## src/rtl/pipeline_hazard_ctrl.sv

```systemverilog
// pipeline_hazard_ctrl
//   Interlock and redirect controller for a five-stage pipeline (IF, ID, EX,
//   MEM, WB). A two-slot scoreboard tracks the destinations of the
//   instructions now in EX and MEM. IF/ID is stalled on read-after-write
//   hazards, and younger work is flushed when a branch resolves taken in MEM.
//   WB producers never stall because the register file bypasses writes to ID
//   in the same cycle.
//
//   Optional feature macro: HAZARD_FWD_EN
//     defined   : load-use-only interlock plus registered EX forwarding selects
//     undefined : full RAW interlock against both slots, fwd_a/fwd_b fixed 00
//
// Ports
//   clock, reset         rising-edge clock, asynchronous active-high reset
//   id_valid             ID holds a real instruction
//   id_rs, id_rt         ID source addresses
//   id_uses_rs/rt        the corresponding source is read
//   id_rd, id_we         ID destination and its write enable
//   id_is_load           ID instruction is a load
//   mem_branch_taken     branch in MEM resolved taken this cycle
//   pc_we, ifid_we       PC and IF/ID enables
//   ifid_flush           clear IF/ID to a bubble
//   idex_bubble          load a bubble into ID/EX
//   exmem_flush          clear EX/MEM to a bubble
//   fwd_a, fwd_b         EX operand source (00 RF, 01 EX/MEM, 10 MEM/WB)
//   ctrl_state           00 RUN, 01 STALL, 10 REDIRECT
//   stall_count          saturating count of hazard stall cycles

module pipeline_hazard_ctrl #(
  parameter int REG_AW = 5,
  parameter int CNT_W  = 16
) (
  input  logic              clock,
  input  logic              reset,
  input  logic              id_valid,
  input  logic [REG_AW-1:0] id_rs,
  input  logic [REG_AW-1:0] id_rt,
  input  logic              id_uses_rs,
  input  logic              id_uses_rt,
  input  logic [REG_AW-1:0] id_rd,
  input  logic              id_we,
  input  logic              id_is_load,
  input  logic              mem_branch_taken,
  output logic              pc_we,
  output logic              ifid_we,
  output logic              ifid_flush,
  output logic              idex_bubble,
  output logic              exmem_flush,
  output logic [1:0]        fwd_a,
  output logic [1:0]        fwd_b,
  output logic [1:0]        ctrl_state,
  output logic [CNT_W-1:0]  stall_count
);

  typedef enum logic [1:0] {
    ST_RUN      = 2'b00,
    ST_STALL    = 2'b01,
    ST_REDIRECT = 2'b10
  } state_t;

  state_t              state_r;
  state_t              state_next_s;
  logic                sb_ex_valid_r;
  logic [REG_AW-1:0]   sb_ex_rd_r;
  logic                sb_ex_load_r;
  logic                sb_mem_valid_r;
  logic [REG_AW-1:0]   sb_mem_rd_r;
  logic [CNT_W-1:0]    stall_count_r;
  logic                rs_ex_s, rt_ex_s, rs_mem_s, rt_mem_s;
  logic                hazard_s;
  logic                stall_s;
  logic                advance_s;

  // A source depends on a slot only if it is really read, is not r0, and the
  // slot holds a live writer of that register.
  function automatic logic src_match(input logic uses, input logic [REG_AW-1:0] addr,
                                     input logic slot_valid, input logic [REG_AW-1:0] slot_rd);
    return uses && (addr != {REG_AW{1'b0}}) && slot_valid && (addr == slot_rd);
  endfunction

  assign rs_ex_s  = id_valid & src_match(id_uses_rs, id_rs, sb_ex_valid_r,  sb_ex_rd_r);
  assign rt_ex_s  = id_valid & src_match(id_uses_rt, id_rt, sb_ex_valid_r,  sb_ex_rd_r);
  assign rs_mem_s = id_valid & src_match(id_uses_rs, id_rs, sb_mem_valid_r, sb_mem_rd_r);
  assign rt_mem_s = id_valid & src_match(id_uses_rt, id_rt, sb_mem_valid_r, sb_mem_rd_r);

  // Hazard detection; ID holds a flushed bubble while in REDIRECT.
  always_comb begin
    hazard_s = 1'b0;
    if (state_r == ST_REDIRECT) begin
      hazard_s = 1'b0;
    end else begin
`ifdef HAZARD_FWD_EN
      hazard_s = (rs_ex_s | rt_ex_s) & sb_ex_load_r;
`else
      hazard_s = rs_ex_s | rt_ex_s | rs_mem_s | rt_mem_s;
`endif
    end
  end

  assign stall_s   = hazard_s & ~mem_branch_taken;
  assign advance_s = id_valid & ~hazard_s & ~mem_branch_taken;

  // Next state and pipeline control outputs: redirect beats stall beats run.
  always_comb begin
    state_next_s = ST_RUN;
    pc_we        = 1'b1;
    ifid_we      = 1'b1;
    ifid_flush   = 1'b0;
    idex_bubble  = 1'b0;
    exmem_flush  = 1'b0;
    if (mem_branch_taken) begin
      state_next_s = ST_REDIRECT;
      ifid_flush   = 1'b1;
      idex_bubble  = 1'b1;
      exmem_flush  = 1'b1;
    end else if (hazard_s) begin
      state_next_s = ST_STALL;
      pc_we        = 1'b0;
      ifid_we      = 1'b0;
      idex_bubble  = 1'b1;
    end else begin
      state_next_s = ST_RUN;
    end
  end

  // Controller state register.
  always_ff @(posedge clock or posedge reset) begin
    if (reset) begin
      state_r <= ST_RUN;
    end else begin
      state_r <= state_next_s;
    end
  end

  // Scoreboard: EX slot takes the advancing ID instruction, MEM slot follows EX.
  always_ff @(posedge clock or posedge reset) begin
    if (reset) begin
      sb_ex_valid_r  <= 1'b0;
      sb_ex_rd_r     <= {REG_AW{1'b0}};
      sb_ex_load_r   <= 1'b0;
      sb_mem_valid_r <= 1'b0;
      sb_mem_rd_r    <= {REG_AW{1'b0}};
    end else if (mem_branch_taken) begin
      sb_ex_valid_r  <= 1'b0;
      sb_ex_rd_r     <= {REG_AW{1'b0}};
      sb_ex_load_r   <= 1'b0;
      sb_mem_valid_r <= 1'b0;
      sb_mem_rd_r    <= {REG_AW{1'b0}};
    end else begin
      sb_mem_valid_r <= sb_ex_valid_r;
      sb_mem_rd_r    <= sb_ex_rd_r;
      sb_ex_valid_r  <= advance_s & id_we & (id_rd != {REG_AW{1'b0}});
      sb_ex_rd_r     <= id_rd;
      sb_ex_load_r   <= advance_s & id_is_load;
    end
  end

  // Saturating stall-cycle counter.
  always_ff @(posedge clock or posedge reset) begin
    if (reset) begin
      stall_count_r <= {CNT_W{1'b0}};
    end else if (stall_s && (stall_count_r != {CNT_W{1'b1}})) begin
      stall_count_r <= stall_count_r + {{(CNT_W-1){1'b0}}, 1'b1};
    end else begin
      stall_count_r <= stall_count_r;
    end
  end

  assign stall_count = stall_count_r;
  assign ctrl_state  = state_r;

`ifdef HAZARD_FWD_EN
  logic [1:0] fwd_a_r;
  logic [1:0] fwd_b_r;

  // The EX-slot producer sits in EX/MEM when the consumer reaches EX, so it
  // wins over the older MEM-slot producer that will be in MEM/WB.
  function automatic logic [1:0] fwd_sel(input logic hit_ex, input logic hit_mem);
    logic [1:0] sel;
    if (hit_ex) begin
      sel = 2'b01;
    end else if (hit_mem) begin
      sel = 2'b10;
    end else begin
      sel = 2'b00;
    end
    return sel;
  endfunction

  // Forwarding selects follow the instruction into EX; a bubble never forwards.
  always_ff @(posedge clock or posedge reset) begin
    if (reset) begin
      fwd_a_r <= 2'b00;
      fwd_b_r <= 2'b00;
    end else if (advance_s) begin
      fwd_a_r <= fwd_sel(rs_ex_s, rs_mem_s);
      fwd_b_r <= fwd_sel(rt_ex_s, rt_mem_s);
    end else begin
      fwd_a_r <= 2'b00;
      fwd_b_r <= 2'b00;
    end
  end

  assign fwd_a = fwd_a_r;
  assign fwd_b = fwd_b_r;
`else
  logic unused_load_s;

  assign unused_load_s = sb_ex_load_r;
  assign fwd_a = 2'b00;
  assign fwd_b = 2'b00;
`endif

endmodule

```

## config.mk

```make
export PLATFORM = sky130hd
export DESIGN_NAME = pipeline_hazard_ctrl
export DESIGN_NICKNAME = d
export VERILOG_FILES = /design/src/rtl/pipeline_hazard_ctrl.sv
export SDC_FILE = /design/constraint.sdc
export NUM_CORES = 1
export LEC_CHECK = 0
export CAP_MARGIN = 0
export CORE_ASPECT_RATIO = 0.7
export CORE_MARGIN = 3
export CORE_UTILIZATION = 48
export CTS_CLUSTER_SIZE = 30
export DETAILED_ROUTE_END_ITERATION = 8
export DONT_BUFFER_PORTS = 1
export SETUP_SLACK_MARGIN = 0.1
export SYNTH_ARGS = -nofsm -noshare
export SYNTH_HDL_FRONTEND = slang
export SYNTH_SLANG_ARGS = --single-unit
```

## constraint.sdc

```tcl
create_clock -name clock -period 4.8 [get_ports clock]
set_input_delay 0.96 -clock clock [delete_from_list [all_inputs] [get_ports clock]]
set_output_delay 0.96 -clock clock [all_outputs]
set_load 0.05 [all_outputs]
```

* Yosys cells after proc, flatten, opt, wreduce, memory -nomap -nowiden
Index checks and enable logic that the tools add are counted.
** Storage, ports and cells
- Flip-flop bits (word level) :: 30
- Bits of input ports :: 23
- Logic and storage cells :: 53
** Cells by class
- $add $sub $neg :: 1
- Equal/unequal tests :: 6
- Mux-type cells :: 12
- Bitwise gates (word level) :: 14
- Reduce and logical (&&, ||, !) cells :: 14
** Operators by type and width (number)
- 5-bit == test :: 4
- 16-bit by 1-bit adder with 16-bit output (second input constant) :: 1
- 16-bit inequality test (second input constant) :: 1
- 5-bit nonzero test :: 3
- 1-bit logical AND :: 11
- 5-bit two-way mux :: 2
- 1-bit bitwise AND :: 9
- 1-bit two-way mux :: 9
- 1-bit OR :: 3
- 2-bit == test (second input constant) :: 1
- 2-bit two-way mux :: 1
- 1-bit NOT :: 2

* Depth between registers and ports, before layout
Gate-level depths: netlist (run 1).
- Depth after elaboration :: 15
- Depth in mapped cells :: 7
- Depth with buffers taken out :: 7

* Least setup slack after synthesis (run 1)
Ideal clock, no wire load.
- Path type :: input to output
- Start :: input id_rt[1]
- End :: output pc_we
- Data arrival time :: 2.328 ns
- Data required time :: 3.840 ns
- Setup slack :: 1.512 ns
- Cell stages on the path :: 6
- Path buffers :: 2
- Path through :: or4_1 > o21ai_2 > nand3b_1 > o22a_4 > buf_6 > buf_4
** On the way
- Longest elaborated chain between the ends :: 11
** RTL lines
- start: declaration :: line 37 : input logic [REG_AW-1:0] id_rt,
- 5-bit nonzero test :: line 78 : return uses && (addr != {REG_AW{1'b0}}) && slot_valid && (addr == slot_rd);
- 1-bit logical AND (3 in series) :: line 78
- 1-bit bitwise AND :: line 82 : assign rt_ex_s = id_valid & src_match(id_uses_rt, id_rt, sb_ex_valid_r, sb_ex_rd_r);
- 1-bit OR (2 in series) :: line 95 : hazard_s = rs_ex_s | rt_ex_s | rs_mem_s | rt_mem_s;
- 1-bit OR * :: line 95
- 1-bit two-way mux * :: line 89 : if (state_r == ST_REDIRECT) begin
- 1-bit two-way mux * (2 in series)
- end: declaration :: line 44 : output logic pc_we,
Mark *: on every way between the ends. The rest lies on a longest branch, timed or not.

* Worst setup path after layout (run 1)
- Start :: input id_rs[1]
- End :: output pc_we
** On the way
- Longest elaborated chain between the ends :: 11
** RTL lines
- start: declaration :: line 36 : input logic [REG_AW-1:0] id_rs,
- 5-bit nonzero test :: line 78
- 1-bit logical AND (3 in series) :: line 78
- 1-bit bitwise AND :: line 81 : assign rs_ex_s = id_valid & src_match(id_uses_rs, id_rs, sb_ex_valid_r, sb_ex_rd_r);
- 1-bit OR :: line 95
- 1-bit OR * (2 in series) :: line 95
- 1-bit two-way mux * :: line 89
- 1-bit two-way mux * (2 in series)
Marked as above.

==> results of run 1 <==
per-layer routing:
layer | wire length (um) | global-route usage [%] | vias up
li1 | - | - | 512
met5 | 0 | 0 | -
met4 | 28 | 6.10 | 0
met2 | 1250 | 19.7 | 42
met3 | 344 | 9.21 | 5
met1 | 1650 | 25.2 | 493
path summary, 6_finish.rpt:
check	slack, ns	endpoint	depth (start not counted)
min reg2reg	0.51	sb_mem_valid_r$_DFF_PP0_	1
max in group asynchronous	3.27	sb_mem_rd_r[3]$_DFF_PP0_	1
min in group asynchronous	0.86	stall_count[8]$_DFFE_PP0P_	1
max reg2reg	2.22	stall_count[1]$_DFFE_PP0P_	6
max	1.58	pc_we	4
min	0.51	sb_mem_valid_r$_DFF_PP0_	1
area by class of cell:
type                    instances  area, sq um
clock buffers                   6         82.6
clock inverters                 2         12.5
fillers                       302         1470
inverters                       3         13.8
multi-input cells             113          820
flip-flops and latches         30          751
well taps                      47         58.8
registers in the layout (all words and copies together) (netlist names):
signal          cells
ctrl_state          2
sb_ex_rd_r          5
sb_ex_valid_r       1
sb_mem_rd_r         5
sb_mem_valid_r      1
stall_count        16
through the flow:
stage          utilization [%]  instance area, sq um  setup slack [ns]  power, mW
2_1_floorplan                -                  1650              1.51      0.310
3_3_place_gp              51.1                  1640              1.58      0.307
3_5_place_dp              51.1                  1640              1.58      0.308
4_1_cts                   54.1                  1740              1.57      0.517
5_1_grt                   54.1                  1740              1.50      0.534
6_report                  54.1                  1740              1.58      0.510
cells in the final DEF, fill, tap and decap left out, drive strengths merged:
cell	count
dfrtp	30
xor2	29
nor2b	12
nor2	8
nand2	7
nand3	6
clkbuf	6
nand4	5
nor4	4
xnor2	4
conb	4
nor3	4
and3	4
or4	3
and2	3
mux2	3
inv	3
a32oi	2
o21ai	2
nand3b	2
or2b	1
o22a	1
or2	1
nand2b	1
o22ai	1
o211ai	1
a21oi	1
a31o	1
nor3b	1
nor4b	1
ha	1
clkinvlp	1
clkinv	1
cells by family after synthesis:
| kind of cell | synth area share (%) |
|---|---|
| AND/OR/NAND/NOR | 23.3 |
| other | 0.229 |
| multiplexers | 2.52 |
| adder cells (fa/ha/maj) | 0.763 |
| AO/OA/AOI/OAI | 4.88 |
| XOR/XNOR | 17.6 |
| buffers and inverters | 4.96 |
| flip-flops | 45.8 |
power by group through the flow:
stage	logic (mW)	registers (mW)	clock network [mW]
global route	0.0394	0.268	0.226
detailed placement	0.0359	0.272	0
floorplan	0.0394	0.270	0
global placement	0.0346	0.272	0
finish	0.0355	0.268	0.207
CTS	0.0359	0.268	0.214
==> impl_metrics.ini, run 1 <==
[placed_design]
dp_hpwl_mm = 2.58
place_congestion = 0.941
portBuffers = 0
dp.cells = 193

[drt]
wl_mm = 3.28
drtIter0Drc = 88
route.detailed.drc = 0
wire_per_inst_um = 16.3
via_count = 1052
antenna_left = 0
dr.pass1.iters = 4
viasPerCell = 5.23

[floorplanning]
io_pins = 50
fp.dieW_um = 75.9
core_sq_um = 3210
die-area_sq_um = 4170
rows = 17
die_h_um = 54.9
start_util_pct = 51.1

[critical_path]
cp-end-kind = primary output
worstSetupPathType = in -> out
crit_path_start_kind = primary input
cp.arrival_ns = 2.26
crit_fanout = 14
cpLargestDelayFamily = simple AND/OR/NAND/NOR gates
max_stage_delay_ns = 0.52
path_buf_inv = 0
critPathLaunch = id_rs[1]
path_cells = or4_1, o21ai_2, nand3b_1, o22a_4
required_ns = 3.84
r2r-start = stall_count[0]$_DFFE_PP0P_
cpMaxStageDelayCell = or4_1

[clocking]
cts_resized = 0
cts.sinks = 30
clock_latency_ns = 0.27
root_buffer = clkbuf_8
hold_buffers = 0
tritoncts = done
cts-htree-levels = 2
path_clk_slew_ns = 0.06
post-cts-setup-buffers = 0
clock_tree.buffer_depth = 2
numCtsBuffers = 5

[sta]
slew_violations = 0
finalHoldViolations = 0
fin_crit_ns = 3.22
fin_crit_sh_pct = 67.0
finalSetupViolations = 0
tightest_slew_ns = 1.12
fmax_mhz = 311
fin_tns_setup_ns = 0
rsz0062_at_grt = false
finClkSkew_ns = 0.00913
relSlewSlack_pct = 25.5
holdWs_ns = 0.510

[global_routing]
track_usage_pct = 16.9
grt_pass1_vias = 1023
grt_pass1_wl_mm = 5.02
overflow = 0
grt_max_degree = 31
antenna_found_initial = 0

[logic_synthesis]
synth.distinct_cells = 39
yosysTopAreaCell = dfrtp_1
ys_ff_latch = 30
yosys_warnings = 0
ys_async_sr_fraction_pct = 100
seq_area_frac_synth_pct = 45.8
synth-edff-count = 0
synth_cells = 152
syn_avg_cell_area_sq_um = 10.8
ys_top_cells_by_area = dfrtp_1 (46%), xor2_1 (15%), nor2b_1 (4.6%)
synth.cell_area_sq_um = 1640
synth_top_area_share_pct = 45.8
synth_common_cells = dfrtp_1 (30), xor2_1 (29), nor2b_1 (12)
synth_most_common_cell = dfrtp_1
synth_flop_cell = dfrtp_1

[min_path]
min-delay-start = sb_ex_valid_r$_DFF_PP0_
hold_class = reg -> reg

[pwr]
power.leakage_nw = 0.826
seq_power_share_pct = 52.4
switching_power_uw = 124
ir_drop_mv = 0.139
switching_share_pct = 24.3
clkPwrFrac_pct = 40.6
p_comb_share_pct = 6.9
p_int_uw = 386
power_density_nw_per_um2 = 294

[finish]
fin_cells = 201
diodes = 0
nNetsFinal = 177
synthToLayoutAreaGrowth_pct = 5.95
layout-drive-gt1-share_pct = 16.2

[flow_run]
max_cap_violations = 0

[outcome]
status = complete, no violations
(Power assumes the default switching activity.)
==> inputs of run 2 (changes only) <==
==> constraint.sdc (replaced) <==
create_clock -name clock -period 3.1 [get_ports clock]
set_input_delay 0.62 -clock clock [delete_from_list [all_inputs] [get_ports clock]]
set_output_delay 0.62 -clock clock [all_outputs]
set_load 0.05 [all_outputs]
==> impl_metrics.ini, run 2 (same netlist as run 1, synthesis figures left out) <==
[pwr]
total_power_uw = 873
p_comb_share_pct = 7.0
switching_share_pct = 22.2
power_density_nw_per_um2 = 485
power.leakage_nw = 0.868
clkPwrFrac_pct = 45.9
seq_power_share_pct = 47.1
p_int_uw = 679
switching_power_uw = 193
ir_drop_mv = 0.317

[min_path]
hold_class = in -> async

[drt]
via_count = 1102
routedLengthMet1_mm = 1.71
dr.pass1.iters = 4
dr_wl_met2_mm = 1.40
route.detailed.drc = 0
viasPerCell = 5.35
drtIter0Drc = 59
top_layer_used = met4
antenna_left = 0
wl_mm = 3.47
wire_per_inst_um = 16.9
met3_length_um = 340

[clocking]
tritoncts = done
cts.sinks = 30
path_clk_slew_ns = 0.07
clock_latency_ns = 0.28
cts-htree-levels = 2
hold_buffers = 0
clock_tree.buffer_depth = 2
cts_resized = 0
numCtsBuffers = 5
root_buffer = clkbuf_8
post-cts-setup-buffers = 0

[global_routing]
track_usage_pct = 18.6
grt_pass1_vias = 1067
grt_max_degree = 31
overflow = 0
grt_pass1_wl_mm = 5.47
antenna_found_initial = 0

[critical_path]
max_stage_delay_ns = 0.42
required_ns = 2.48
worstSetupEndpoint = idex_bubble
cpMaxStageDelayCell = dfrtp_1
reg2reg_slack_ns = 0.69
ff2ff_path_depth = 5
critPathLaunch = sb_ex_rd_r[3]$_DFF_PP0_
path_cells = xor2_1, nor4_1, a32oi_1, o22ai_1, a31o_2
cp-end-kind = primary output
worstSetupPathType = reg -> out
worstReg2RegEnd = stall_count[1]$_DFFE_PP0P_
r2r-start = stall_count[6]$_DFFE_PP0P_
crit_path_start_kind = register
cp.arrival_ns = 2.06
crit_fanout = 3

[sta]
fin_crit_sh_pct = 86.4
slew_violations = 0
rsz0062_at_grt = false
holdWs_ns = 0.302
tightest_slew_ns = 0.605
fin_crit_ns = 2.68
finalSetupViolations = 0
finalHoldViolations = 0
relSlewSlack_pct = 59.7
finClkSkew_ns = 0.00649
fin_tns_setup_ns = 0
fmax_mhz = 373

[placed_design]
dp_hpwl_mm = 2.63
portBuffers = 0
dp.cells = 199
place_congestion = 0.908

[floorplanning]
die_h_um = 54.9
fp.dieW_um = 75.9
io_pins = 50
core_sq_um = 3210
rows = 17
die-area_sq_um = 4170
start_util_pct = 51.1

[finish]
diodes = 0
synthToLayoutAreaGrowth_pct = 9.76
largest_reg_flops = 16
layout_common_cells = dfrtp_1 (30), xor2_1 (29), nor2b_1 (12), nor2_1 (8), nand2_1 (7)
register_area_sq_um = 751
fin_cells = 206
fillers = 288
layout-drive-gt1-share_pct = 18.9
layout_commonest_cell = dfrtp_1
multi_input_area_sq_um = 820
nNetsFinal = 183

[outcome]
status = complete, no violations

[flow_run]
max_cap_violations = 0
run 2: per-layer routing:
layer	vias to the layer above	global-route usage [%]
li1	524	-
met1	531	26.3
met2	43	24.1
met3	4	10.3
met4	0	4.94
met5	-	0
run 2: metrics by stage:
stage	utilization [%]	instance area (sq um)	setup slack [ns]
6_report	56.1	1800	0.421
5_1_grt	56.1	1800	0.289
4_1_cts	56.1	1800	0.460
3_5_place_dp	52.6	1690	0.461
3_3_place_gp	52.6	1690	0.496
2_1_floorplan	-	1650	0.492
run 2: power groups by stage:
| stage | Sequential, mW | Clock (mW) | Combinational (mW) |
|---|---|---|---|
| 2_1_floorplan | 0.418 | 0 | 0.0610 |
| 3_3_place_gp | 0.418 | 0 | 0.0593 |
| 3_5_place_dp | 0.419 | 0 | 0.0614 |
| 4_1_cts | 0.411 | 0.409 | 0.0618 |
| 5_1_grt | 0.412 | 0.429 | 0.0675 |
| 6_report | 0.411 | 0.400 | 0.0610 |
run 2: cell type report:
cell class	instances	area share, %
flip-flops and latches	30	41.7
clock inverters	1	1.67
multi-input cells	113	45.5
repair buffers	6	2.50
well taps	47	3.27
clock buffers	6	4.59
inverters	3	0.764
run 2: worst max-delay path: cells and delay by family, from the launching register on:
family,cells,cell delay [ns]
AOI/OAI and AO/OA,3,0.80
DFF,1,0.42
and+or+nand+nor,1,0.38
xor gates and xnor gates,1,0.18
run 2: how the worst min path moves through the flow:
| stage | startpoint | endpoint | slack (ns) |
|---|---|---|---|
| finish | reset | stall_count[7]$_DFFE_PP0P_ | 0.30 |
| global route | reset | stall_count[14]$_DFFE_PP0P_ | 0.34 |
| CTS | reset | stall_count[7]$_DFFE_PP0P_ | 0.31 |
| detailed placement | sb_ex_valid_r$_DFF_PP0_ | sb_mem_valid_r$_DFF_PP0_ | 0.51 |
| global placement | sb_ex_valid_r$_DFF_PP0_ | sb_mem_valid_r$_DFF_PP0_ | 0.50 |
| floorplan | sb_ex_valid_r$_DFF_PP0_ | sb_mem_valid_r$_DFF_PP0_ | 0.47 |
==> RTL change 1 (settings of run 2) <==
Build with the macro `HAZARD_FWD_EN` defined.
--- a/src/rtl/pipeline_hazard_ctrl.sv
+++ b/src/rtl/pipeline_hazard_ctrl.sv
@@ -26,6 +26,8 @@
 //   ctrl_state           00 RUN, 01 STALL, 10 REDIRECT
 //   stall_count          saturating count of hazard stall cycles
 
+`define HAZARD_FWD_EN
+
 module pipeline_hazard_ctrl #(
   parameter int REG_AW = 5,
   parameter int CNT_W  = 16
Check against the original RTL: not equivalent (Yosys sat finds a counterexample within 4 cycles, from zero or initial values and one cycle with reset high).
==> RTL change 1 against run 2 <==
Clock power decreased by 21%. Area after synthesis increased by 14%. Setup slack improved by 0.14 ns. Critical path type unchanged. Sequential cell count increased by 5. Design area increased by 16%. Largest power group unchanged. Sequential share of layout area increased by 0.40 points. Routed wire length increased by 23%. Total power decreased by 3.2%.
==> RTL change 1: results (changes against run 2) <==
[run_status]
status = completed

[critical_path]
regToRegEndpoint = stall_count[15]$_DFFE_PP0P_
cp.arrival_ns = 1.92  ; -0.14 ns
path_max_fanout = 6  ; +3
critPathTopFamily = simple AND/OR/NAND/NOR gates
reg2regPathDepth = 6  ; +1
r2r-start = stall_count[1]$_DFFE_PP0P_
r2r_slack_ns = 0.76  ; +0.07 ns

[sta]
clock_skew_ns = 0.004421  ; -0.002068 ns
max_slew_margin = 0.5090  ; -0.08785

[layout]
seq-cell-share = 0.4209  ; +0.003970
final_nets = 215  ; +17%
buffers_excl_clock = 16  ; +10
drive_gt1_frac = 0.1771  ; -0.01160
multi_input_area_share = 0.4456  ; -0.009597

[pwr]
internal_power_uw = 641.9  ; -5.5%
vdd_drop_max_mv = 0.2144  ; -32%
power_frac_comb = 0.062  ; -0.008

[synthesis]
ys_seq_area_frac = 0.4682  ; +0.01056
yosys-top-cells-count = 35 x dfrtp_1, 27 x xnor2_1, 11 x nor2b_1, 10 x nand3_1, 8 x nand2_1
ys_top_cells_by_area = dfrtp_1 47%, xnor2_1 13%, nor2b_1 3.7%

[global_route]
grt_pass1_wl_um = 6844  ; +25%
grt_use_met3 = 0.06832  ; -0.03457
grt_start_max_net_pins = 36  ; +16%

[route]
finalWirelength_um = 4274  ; +23%
num_vias = 1414  ; +28%

==> RTL change 1: cell types whose count changed after synthesis, sizes merged, moves of 3 or more <==
cell,before,now
dfrtp,30,35
o211ai,1,6
nand3,6,10
a2111oi,0,4
o2111ai,0,5
o21ai,2,9
xnor2,4,27
and3,4,7
xor2,29,6
==> RTL change 1: metrics by stage <==
stage / setup WS, ns / util / instances / power, uW / hold WS (ns)
floorplan: 0.1487 / - / 176 / 531.9 / 0.4853
global placement: 0.6092 / 0.5507 / 234 / 535.6 / 0.5178
detailed placement: 0.6067 / 0.5507 / 234 / 537.2 / 0.5374
CTS: 0.5803 / 0.5738 / 242 / 859.4 / 0.3237
global route: 0.4282 / 0.5738 / 242 / 882.9 / 0.3500
finish: 0.5585 / 0.5738 / 242 / 845.2 / 0.3136
==> RTL change 1: cell families (layout without fill, tap and decap cells) <==
family                     count (synthesis)  count (layout)  synth area share
and+or+nand+nor                           67              67            0.2080
DFF                                       35              35            0.4682
xor gates and xnor gates                  33              33            0.1545
AOI/OAI and AO/OA                         26              26            0.1037
buffers and inverters                     11              27           0.04080
muxes                                      3               3           0.01806
adders and majority gates                  1               1          0.006688
==> RTL change 1: worst max path at each step <==
| stage | from | to | slack, ns | depth (start not counted) |
|---|---|---|---|---|
| after floorplan | id_rs[1] | pc_we | 0.15 | 6 |
| after global placement | id_rs[1] | pc_we | 0.61 | 5 |
| after detailed placement | id_rs[1] | ifid_we | 0.61 | 5 |
| after CTS | sb_ex_rd_r[1]$_DFF_PP0_ | idex_bubble | 0.58 | 6 |
| after global routing | sb_ex_rd_r[1]$_DFF_PP0_ | idex_bubble | 0.43 | 6 |
| final | sb_ex_rd_r[3]$_DFF_PP0_ | idex_bubble | 0.56 | 6 |
==> RTL change 2 (settings of run 2) <==
Without the edit above. Put one more register stage on the output `stall_count`, without a reset. The value now appears one clock later. The other outputs are not delayed to match. Comments in the files are not updated.
--- a/src/rtl/pipeline_hazard_ctrl.sv
+++ b/src/rtl/pipeline_hazard_ctrl.sv
@@ -166,7 +166,9 @@
     end
   end
 
-  assign stall_count = stall_count_r;
+  always_ff @(posedge clock) begin
+    stall_count <= stall_count_r;
+  end
   assign ctrl_state  = state_r;
 
 `ifdef HAZARD_FWD_EN
Behaviour: not the same (Yosys sat finds a counterexample within 4 cycles, from zero or initial values and one cycle with reset high).
==> RTL change 2 against run 2 <==
Non-clock buffer count is 3 lower. Area after synthesis is 17% higher. First-iteration DRC count is 51% lower. Total power is 26% higher. Sequential cell count is 16 higher. Critical path type unchanged. Setup slack better by 0.026 ns. Routed wire length is 1.3% lower. Design area is 14% higher. Clock power is 6.0% higher.
==> RTL change 2: results (changes against run 2) <==
[run_status]
status = completed

[synthesis]
synth-xor-area-share = 0.1593  ; -0.01690
ys_top_cells_by_area = dfrtp_1 39%, dfxtp_1 17%, xnor2_1 8.6%
synth_cells = 161  ; +5.9%
synth_mux_area_frac = 0.005852  ; -0.01932
synth_compound_area_frac = 0.03901  ; -0.009806
synthAdderAreaFrac = 0.006502  ; -0.001126
yosys-top-cells-count = 30 x dfrtp_1, 19 x xnor2_1, 16 x dfxtp_1, 16 x xor2_1
ys_seq_area_frac = 0.5566  ; +0.09890
ys_warn_count = 0  ; unchanged
yosysUniqueCellTypes = 33  ; -15%

[route]
wl_met1_um = 1811  ; +6.0%
wl_per_cell_um = 15.94  ; -5.4%
finalWirelength_um = 3428  ; -1.3%
initialDrtViolationCount = 29  ; -51%
wl_met2_um = 1331  ; -5.0%
met3WireLength_um = 254  ; -25%
vias_per_cell = 5.330  ; -0.36%

[global_route]
grt_pass1_wl_um = 5547  ; +1.4%
grt_use_met3 = 0.05319  ; -0.04970
track_usage = 0.1580  ; -0.02834
use_met2 = 0.1972  ; -0.04426
grt_pass1_vias = 1109  ; +3.9%
use_met1 = 0.2517  ; -0.01161

[critical_path]
path_max_fanout = 4  ; +1
cp.arrival_ns = 2.03  ; -0.03 ns
r2r_slack_ns = 1.02  ; +0.33 ns
reg2regPathDepth = 7  ; +2
regToRegEndpoint = stall_count_r[1]$_DFFE_PP0P_

[layout]
fillers = 316  ; +9.7%
drive_gt1_frac = 0.07273  ; -0.1160

[sta]
holdWs_ns = 0.3572  ; +0.05486 ns
period_minus_slack_ns = 2.653  ; -0.02560 ns
clock_skew_ns = 0.002742  ; -0.003747 ns

[pwr]
p_switching_uw = 234.4  ; +21%
power_leakage_uw = 0.0009047  ; +4.2%
vdd_drop_max_mv = 0.2890  ; -8.7%
p_clk_frac = 0.385  ; -0.074
p_per_area_nw_per_um2 = 535.9  ; +11%
powerSeq_uw = 620  ; +51%

[place]
dp_cells = 207  ; +4.0%
pre_cts_ws_ns = 0.5272  ; +0.06598 ns
dpl.hpwl_um = 2630  ; about the same
gp_congestion = 0.9006  ; -0.85%
post_dp_cell_area_sq_um = 1948  ; +15%

[hold_path]
hp-class = input port to register

[floorplan]
die_area_sq_um = 4817  ; +16%

## RTL change 2: changes by cell type after synthesis, sizes merged, moves of 4 or more
cell,before,now
dfxtp,0,16
xnor2,4,19
xor2,29,16
nor2,8,1
nand4,5,11
and2,3,8
nand2,7,3
nor3,4,0
## RTL change 2: worst max-delay path, cell delays in order, from the launching register on
cell     delay [ns]
dfrtp_1        0.44
xor2_1         0.17
nor4_1         0.31
a32oi_1        0.14
o22ai_4        0.26
a21o_1         0.43
## RTL change 2: area by class of cell
cell class / instances / area, sq um / area share
Clock buffer: 7 / 76.32 / 0.03715
Clock inverter: 1 / 30.03 / 0.01462
Inverter: 2 / 7.507 / 0.003654
Multi-Input combinational cell: 106 / 784.5 / 0.3819
Sequential cell: 46 / 1071 / 0.5213
Tap cell: 50 / 62.56 / 0.03045
Timing Repair Buffer: 3 / 22.52 / 0.01096
